## config.mk

```make
export PLATFORM = sky130hd
export DESIGN_NAME = pipe_hazard_ctrl
export DESIGN_NICKNAME = d
export VERILOG_FILES = /design/src/rtl/pipe_hazard_ctrl_pkg.sv /design/src/rtl/pipe_hazard_ctrl_load_use.sv /design/src/rtl/pipe_hazard_ctrl.sv
export SDC_FILE = /design/constraint.sdc
export NUM_CORES = 1
export LEC_CHECK = 0
export ABC_CLOCK_PERIOD_IN_PS = 6850
export CORE_MARGIN = 3
export CORE_UTILIZATION = 44
export CTS_CLUSTER_SIZE = 20
export DETAILED_ROUTE_END_ITERATION = 16
export PLACE_DENSITY = 0.75
export SYNTH_ARGS = -nofsm -noshare
export SYNTH_HDL_FRONTEND = slang
export SYNTH_HIERARCHICAL = 1
export SYNTH_SLANG_ARGS = --single-unit
```

## constraint.sdc

```tcl
create_clock -name Clk -period 6.85 [get_ports Clk]
set_clock_uncertainty 0.2 [all_clocks]
set_input_delay 1.0275 -clock Clk [delete_from_list [all_inputs] [get_ports Clk]]
set_output_delay 1.0275 -clock Clk [all_outputs]
set_load 0.05 [all_outputs]
```

## src/rtl/pipe_hazard_ctrl_pkg.sv

```systemverilog
// Shared pipeline constants: hazard FSM state encoding, multiply latency default, zero register.
package pipe_hazard_ctrl_pkg;

  localparam logic [0:0] ST_IDLE     = 1'b0;
  localparam logic [0:0] ST_MUL_WAIT = 1'b1;

  localparam int MUL_LAT_DEFAULT = 4;
  // Wide enough for MUL_LAT-2 at the largest legal latency (16).
  localparam int MUL_CNT_W       = 4;

  localparam logic [4:0] REG_ZERO = 5'd0;

endpackage

```

## src/rtl/pipe_hazard_ctrl_load_use.sv

```systemverilog
// Load-use comparator: flags an ID instruction reading the destination of a load sitting in EX.
module load_use_detect
  import pipe_hazard_ctrl_pkg::*;
(
  input  logic       ex_mem_read,
  input  logic [4:0] ex_reg_dst,
  input  logic [4:0] id_rs,
  input  logic [4:0] id_rt,
  input  logic       id_uses_rt,
  output logic       load_use
);

  // Writes to the zero register never produce a value worth waiting for.
  assign load_use = ex_mem_read && (ex_reg_dst != REG_ZERO) &&
                    ((ex_reg_dst == id_rs) || (id_uses_rt && (ex_reg_dst == id_rt)));

endmodule

```

## src/rtl/pipe_hazard_ctrl.sv

```systemverilog
// Pipeline hazard control: load-use stall, taken-branch flush, multi-cycle multiply hold.
// Outputs are combinational from current state and ID/EX fields; stall_count saturates.
module pipe_hazard_ctrl
  import pipe_hazard_ctrl_pkg::*;
#(
  parameter int MUL_LAT = MUL_LAT_DEFAULT,
  parameter int CNT_W   = 32
)
(
  input  logic             Clk,
  input  logic             Reset,
  input  logic [4:0]       id_Rs,
  input  logic [4:0]       id_Rt,
  input  logic             id_uses_Rt,
  input  logic             id_is_mul,
  input  logic             ex_MemRead,
  input  logic [4:0]       ex_reg_Dst,
  input  logic             branch_taken,
  output logic             stall_PC,
  output logic             stall_IFID,
  output logic             hold_IDEX,
  output logic             bubble_IDEX,
  output logic             flush_IFID,
  output logic             mul_busy,
  output logic [CNT_W-1:0] stall_count
);

  logic [0:0]           state;
  logic [MUL_CNT_W-1:0] mul_cnt;
  logic                 load_use;
  logic                 in_mul;
  logic                 mul_issue;

  load_use_detect u_load_use (
    .ex_mem_read (ex_MemRead),
    .ex_reg_dst  (ex_reg_Dst),
    .id_rs       (id_Rs),
    .id_rt       (id_Rt),
    .id_uses_rt  (id_uses_Rt),
    .load_use    (load_use)
  );

  assign in_mul    = (state == ST_MUL_WAIT);
  assign mul_issue = !in_mul && id_is_mul && !load_use && !branch_taken;

  // Priority: multiply in flight, then branch flush, then load-use stall.
  always_comb begin
    stall_PC    = 1'b0;
    stall_IFID  = 1'b0;
    hold_IDEX   = 1'b0;
    bubble_IDEX = 1'b0;
    flush_IFID  = 1'b0;
    mul_busy    = 1'b0;
    if (!Reset) begin
      if (in_mul) begin
        stall_PC   = 1'b1;
        stall_IFID = 1'b1;
        hold_IDEX  = 1'b1;
        mul_busy   = 1'b1;
      end else if (branch_taken) begin
        flush_IFID  = 1'b1;
        bubble_IDEX = 1'b1;
      end else if (load_use) begin
        stall_PC    = 1'b1;
        stall_IFID  = 1'b1;
        bubble_IDEX = 1'b1;
      end
    end
  end

  always_ff @(posedge Clk) begin
    if (Reset) begin
      state       <= ST_IDLE;
      mul_cnt     <= '0;
      stall_count <= '0;
    end else begin
      if (in_mul) begin
        if (mul_cnt == '0) begin
          state <= ST_IDLE;
        end else begin
          mul_cnt <= mul_cnt - MUL_CNT_W'(1);
        end
      end else if (mul_issue) begin
        state   <= ST_MUL_WAIT;
        mul_cnt <= MUL_CNT_W'(MUL_LAT - 2);
      end
      if (stall_PC && (stall_count != {CNT_W{1'b1}})) begin
        stall_count <= stall_count + CNT_W'(1);
      end
    end
  end

endmodule

```

* Word level (Yosys, flattened, before mapping)
Cells that the tools add are included.
** Word-level totals
- Register bits :: 37
- Input port bits :: 21
- Output and inout bits :: 38
- Word-level logic and storage cells :: 42
** Cells by class
- Add/subtract/negate cells :: 2
- Equality and inequality tests :: 4
- Multiplexer cells :: 18
- Reductions and logical operators :: 15
** Operator list (number)
- $add A32 B1 Y32 const B :: 1
- $ne A32 B32 Y1 const B :: 1
- $mux W1 :: 15
- $mux W4 :: 3
- $eq A5 B5 Y1 :: 2
- $logic_and A1 B1 Y1 :: 7
- $reduce_bool A5 Y1 :: 1
- $logic_not A4 Y1 :: 1
- $sub A4 B1 Y4 const B :: 1
- $logic_not A1 Y1 :: 3
- $ne A2 B2 Y1 const B :: 1
- $reduce_and A2 Y1 :: 1
- $reduce_bool A2 Y1 :: 1
- $logic_or A1 B1 Y1 :: 1

* Depth between registers and ports, before layout
- Word-level depth :: 9
- Mapped depth :: 10

* Hierarchy
Netlist, hierarchy kept.
** Modules (own cells, without submodules)
- pipe_hazard_ctrl :: times used 1, cells an instance 210, area each 1845.5 um2
- load_use_detect :: times used 1, cells an instance 17, area each 132.6 um2

* Least setup slack after synthesis
OpenSTA, ideal clock, no wires.
- Path kind :: input -> output
- Start :: input port ex_reg_Dst[3]
- End :: output port bubble_IDEX
- Arrival :: 2.937 ns
- Data required time :: 5.622 ns
- Path slack :: 2.685 ns
- Stages :: 6
- Buffers on the path :: 0
- Cell sequence :: xor2_1 nor4_2 nand3_1 a21oi_1 nor2_1 nor3_1
** Between the ends
- Cells in the longest elaborated chain, start to end :: 8
- Elaborated cells between the ends (all ways) :: 11
- Classes of those cells :: eq/ne: 2; mux: 4; reduce/logical: 5
** Ends and longest elaborated chain
- start: declaration :: line pipe_hazard_ctrl.sv:17 : input logic [4:0] ex_reg_Dst,
- $eq A5 B5 Y1 :: line pipe_hazard_ctrl_load_use.sv:15 : ((ex_reg_dst == id_rs) || (id_uses_rt && (ex_reg_dst == id_rt)));
- $logic_and A1 B1 Y1 :: line pipe_hazard_ctrl_load_use.sv:15
- $logic_or A1 B1 Y1 :: line pipe_hazard_ctrl_load_use.sv:15
- $logic_and A1 B1 Y1 * :: line pipe_hazard_ctrl_load_use.sv:14 : assign load_use = ex_mem_read && (ex_reg_dst != REG_ZERO) &&
- named net load_use :: line pipe_hazard_ctrl.sv:30 : logic load_use;
- $mux W1 * :: line pipe_hazard_ctrl.sv:63 : end else if (load_use) begin
- $mux W1 * :: line pipe_hazard_ctrl.sv:60 : end else if (branch_taken) begin
- $mux W1 * :: line pipe_hazard_ctrl.sv:55 : if (in_mul) begin
- $mux W1 * :: line pipe_hazard_ctrl.sv:54 : if (!Reset) begin
- end: declaration :: line pipe_hazard_ctrl.sv:22 : output logic bubble_IDEX,
The timed path passes the listed nets; every way through them passes the cells marked *.

* Worst setup path in the final report
- Start :: input port ex_reg_Dst[3]
- End :: output port stall_PC
** Between the ends
- Cells in the longest elaborated chain, start to end :: 8
- Elaborated cells between the ends (all ways) :: 11
- Classes of those cells :: eq/ne: 2; mux: 4; reduce/logical: 5
** Ends and longest elaborated chain
- $eq A5 B5 Y1 :: line pipe_hazard_ctrl_load_use.sv:15
- $logic_and A1 B1 Y1 :: line pipe_hazard_ctrl_load_use.sv:15
- $logic_or A1 B1 Y1 :: line pipe_hazard_ctrl_load_use.sv:15
- $logic_and A1 B1 Y1 * :: line pipe_hazard_ctrl_load_use.sv:14
- named net load_use :: line pipe_hazard_ctrl.sv:30
- $mux W1 * :: line pipe_hazard_ctrl.sv:63
- $mux W1 * :: line pipe_hazard_ctrl.sv:60
- $mux W1 * :: line pipe_hazard_ctrl.sv:55
- $mux W1 * :: line pipe_hazard_ctrl.sv:54
- end: declaration :: line pipe_hazard_ctrl.sv:19 : output logic stall_PC,
Marked as above.

==> qor.log <==
qor: synth.synthesis.area_per_instance 8.71 µm²
qor: detailed_routing.detail_route.first_pass.iterations 4
qor: pwr.power.ir.vdd_worst 0.134 mV
qor: detailed_routing.drtAntennaViolNets 0
qor: setup_path.critPathMaxFanout 3
qor: timing.final-hold-violation-count 0
qor: pwr.switching_power 104 µW
qor: setup_path.timing.critical_path.max_delay_family buffers and inverters
qor: synth.postSynthCellCount 227
qor: clock_tree.cts_hold_repair_buffers 0
qor: setup_path.crit_type primary input to output pin
qor: timing.timing.fmax 208 MHz
qor: layout.insertedDiodeCount 0
qor: layout.post_route_cells_drive_above_1_share 6.67%
qor: floorplanning.total_die_area 5340 µm²
qor: place.io_buffer_count 58
qor: floorplanning.floorplan.core_area 4170 µm²
qor: synth.synth_area_leaders dfxtp_1 (37%), xor2_1 (15%), nor2_1 (8.7%)
qor: detailed_routing.via_per_inst 5.20
qor: floorplanning.number_of_cell_rows 23
qor: place.dpl.hpwl 3370 µm
qor: clock_tree.clk_root_buffer_cell clkbuf_8
qor: synth.synth_sequential_area_ratio 37.4%
qor: synth.synth.largest_area_cell dfxtp_1
qor: global_routing.gr-usage-all-layers 16.9%
qor: timing.drv_slew 0
qor: synth.synth_cell_types 39
qor: pwr.combinationalPowerShare 9.2%
qor: pwr.power.sequential.fraction 44.9%
qor: floorplanning.floorplan.io_pins 59
qor: pwr.netSwitchingFraction 21.4%
qor: clock_tree.cts.repair.resized 0
qor: timing.slew_headroom 45.1%
qor: detailed_routing.drt-wirelength-per-cell 13.5 µm
qor: setup_path.path_common_cell clkdlybuf4s50_1
qor: floorplanning.initial_utilization 47.4%
qor: setup_path.cell_by_cell_trace_of_the_critical_path clkdlybuf4s50_1 -> xor2_1 -> nor4_2 -> nand3_1 -> a21oi_1 -> nand2b_4 -> a21o_1 -> inv_1 -> clkdlybuf4s50_1
qor: timing.final_cycle_share 70.1%
qor: synth.synth_seq_cells 37
qor: global_routing.grt_pass1_wl 7220 µm
qor: setup_path.worst-endpoint-required 5.62 ns
qor: timing.finalCriticalPeriod 4.80 ns
qor: setup_path.crit_path_start_kind primary input
qor: pwr.p_leak 0.958 nW
qor: timing.final-setup-viol-count 0
qor: pwr.pwr_density_cell 179 nW/µm²
qor: hold_path.worst_hold_path_type register to register
qor: detailed_routing.initialDrtViolationCount 76
qor: global_routing.maximum_number_of_pins_on_one_net_before_global_route_repair 24
qor: clock_tree.cts.repair_timing.setup_buffer_count 0
qor: detailed_routing.postRouteWirelength 4540 µm
qor: setup_path.cpMaxStageDelayCell clkdlybuf4s50_1
qor: pwr.intPower 382 µW
qor: setup_path.cp.buffers_inverters 3
qor: clock_tree.tritoncts built
qor: synth.netlist_area 1980 µm²
qor: detailed_routing.drt_drc_violations_left 0
qor: layout.final_net_count 307
qor: layout.num-fill-cells 370
qor: clock_tree.cts_num_sinks 37
qor: global_routing.grt_pass1_vias 1656
qor: synth.synth_largest_type_area_fraction 37.4%
qor: timing.rsz0062_at_grt false
qor: clock_tree.cts.reportedPaths.clkPinSlew 0.07 ns
qor: setup_path.critPathMaxStageDelay 0.80 ns
qor: timing.fin_setup_tns 0 ns
qor: pwr.pwr-share-clk 45.9%
qor: clock_tree.number_of_buffers_created_by_cts 5
qor: setup_path.cp_data_arrival_time 3.58 ns
qor: synth.yosys_warnings 6
qor: timing.max_slew.worst_pin.slew 0.821 ns
qor: layout.syn_to_final_growth 37.3%
qor: outcome.status completed
qor: place.place_congestion 0.801
qor: clock_tree.insertion_delay 0.29 ns
qor: global_routing.grt_overflow 0
qor: synth.synth.net_count 250
qor: setup_path.end_kind output pin
qor: floorplanning.dieHeight 73.1 µm
qor: layout.finish.utilization 65.1%
qor: flow_run.timing.max_cap.violations 0
qor: clock_tree.clock_path_buffers 2
qor: global_routing.grt_antenna_before_repair 0
qor: floorplanning.die_w 73.1 µm
qor: detailed_routing.vias 1742
qor: clock_tree.clock_tree.htree_level_count 2
==> sequential cells by signal, summed over array words and instances (netlist names) <==
name and count:
in_mul 1, stall_count 32, mul_cnt 4
==> synthesized netlist by cell type <==
library cell / count
a2111o_1: 1
a2111oi_4: 1
a21boi_0: 1
a21o_1: 1
a21oi_1: 5
a31oi_4: 1
and2b_1: 1
and3_1: 6
and4_1: 3
and4_2: 1
and4b_1: 1
buf_2: 4
buf_4: 2
clkbuf_1: 3
dfxtp_1: 37
ha_1: 2
inv_1: 6
mux2i_1: 2
nand2_1: 12
nand2b_4: 1
nand3_1: 15
nand3_2: 2
nand3b_1: 1
nand4_1: 14
nor2_1: 46
nor2b_1: 1
nor3_1: 5
nor3_4: 1
nor3b_1: 1
nor4_1: 1
nor4_2: 1
nor4_4: 1
nor4b_4: 1
o21ai_0: 1
o21ai_1: 1
or3_1: 1
or4_1: 1
xnor2_1: 9
xor2_1: 33
==> power by group through the flow <==
stage               registers, mW  logic, mW  clock network (mW)
floorplan                   0.224     0.0240                   0
global placement            0.223     0.0442                   0
detailed placement          0.223     0.0451                   0
CTS                         0.218     0.0454               0.227
global route                0.218     0.0482               0.236
finish                      0.218     0.0449               0.223
==> cell usage in the layout (no fill, tap or decap), types with 2 or more instances in the layout <==
cell type         n
clkdlybuf4s50_1  58
nor2_1           46
dfxtp_1          37
xor2_1           33
nand3_1          15
nand4_1          14
nand2_1          12
xnor2_1           9
inv_1             6
and3_1            6
nor3_1            5
a21oi_1           5
clkbuf_8          5
and4_1            3
nand3_2           2
mux2i_1           2
ha_1              2
bufinv_16         2
==> worst min-delay path, delay by kind of cell, from the launching register on <==
family | cells | cell delay (ns)
and+or+nand+nor | 1 | 0.04
AOI/OAI and AO/OA | 1 | 0.12
DFF | 1 | 0.33
==> metal layers <==
layer	GRT usage, %	wire [µm]	part of all wire, %	up-vias
li1	-	-	-	886
met1	20.8	2050	45	798
met2	28.2	2070	46	54
met3	4.68	378	8.3	4
met4	5.53	43	0.95	0
met5	0	0	0	-
==> final timing paths <==
| kind | end | cells past startpoint | from | slack [ns] |
|---|---|---|---|---|
| setup / recovery | stall_PC | 9 | ex_reg_Dst[3] | 2.05 |
| hold / removal | mul_cnt[1]$_SDFFE_PP0P_ | 2 | mul_cnt[1]$_SDFFE_PP0P_ | 0.34 |
| setup reg to reg | stall_count[14]$_SDFFE_PP0P_ | 6 | stall_count[9]$_SDFFE_PP0P_ | 4.45 |
| hold reg to reg | mul_cnt[1]$_SDFFE_PP0P_ | 2 | mul_cnt[1]$_SDFFE_PP0P_ | 0.34 |
==> metrics by stage <==
| stage | instance area, µm² | std cells | hold slack (ns) | power (mW) | setup slack, ns |
|---|---|---|---|---|---|
| floorplan | 1980 | 227 | 0.279 | 0.248 | 2.69 |
| global placement | 2580 | 327 | 0.308 | 0.267 | 2.09 |
| detailed placement | 2580 | 327 | 0.328 | 0.268 | 2.03 |
| CTS | 2720 | 335 | 0.343 | 0.491 | 2.04 |
| global route | 2720 | 335 | 0.382 | 0.503 | 1.88 |
| finish | 2720 | 335 | 0.340 | 0.486 | 2.05 |
==> cell type report <==
type	instances	area (µm²)	share of cell area (%)
multi-input combinational	175	1170	43.0
clock buffer	5	68.8	2.53
inverter	6	22.5	0.829
timing repair buffer	59	588	21.6
clock inverter	3	65.1	2.40
tap	50	62.6	2.30
sequential	37	741	27.3
==> cells by family after synthesis <==
logic type               after synthesis  share of synthesized area [%]
buffers and inverters                 15                           3.48
AND/OR/NAND/NOR                      117                           32.6
multiplexers                           2                           1.01
adder cells (fa/ha/maj)                2                           1.26
flip-flops                            37                           37.4
XOR/XNOR                              42                           18.6
AO/OA/AOI/OAI                         12                           5.57
(Power assumes the default switching activity.)
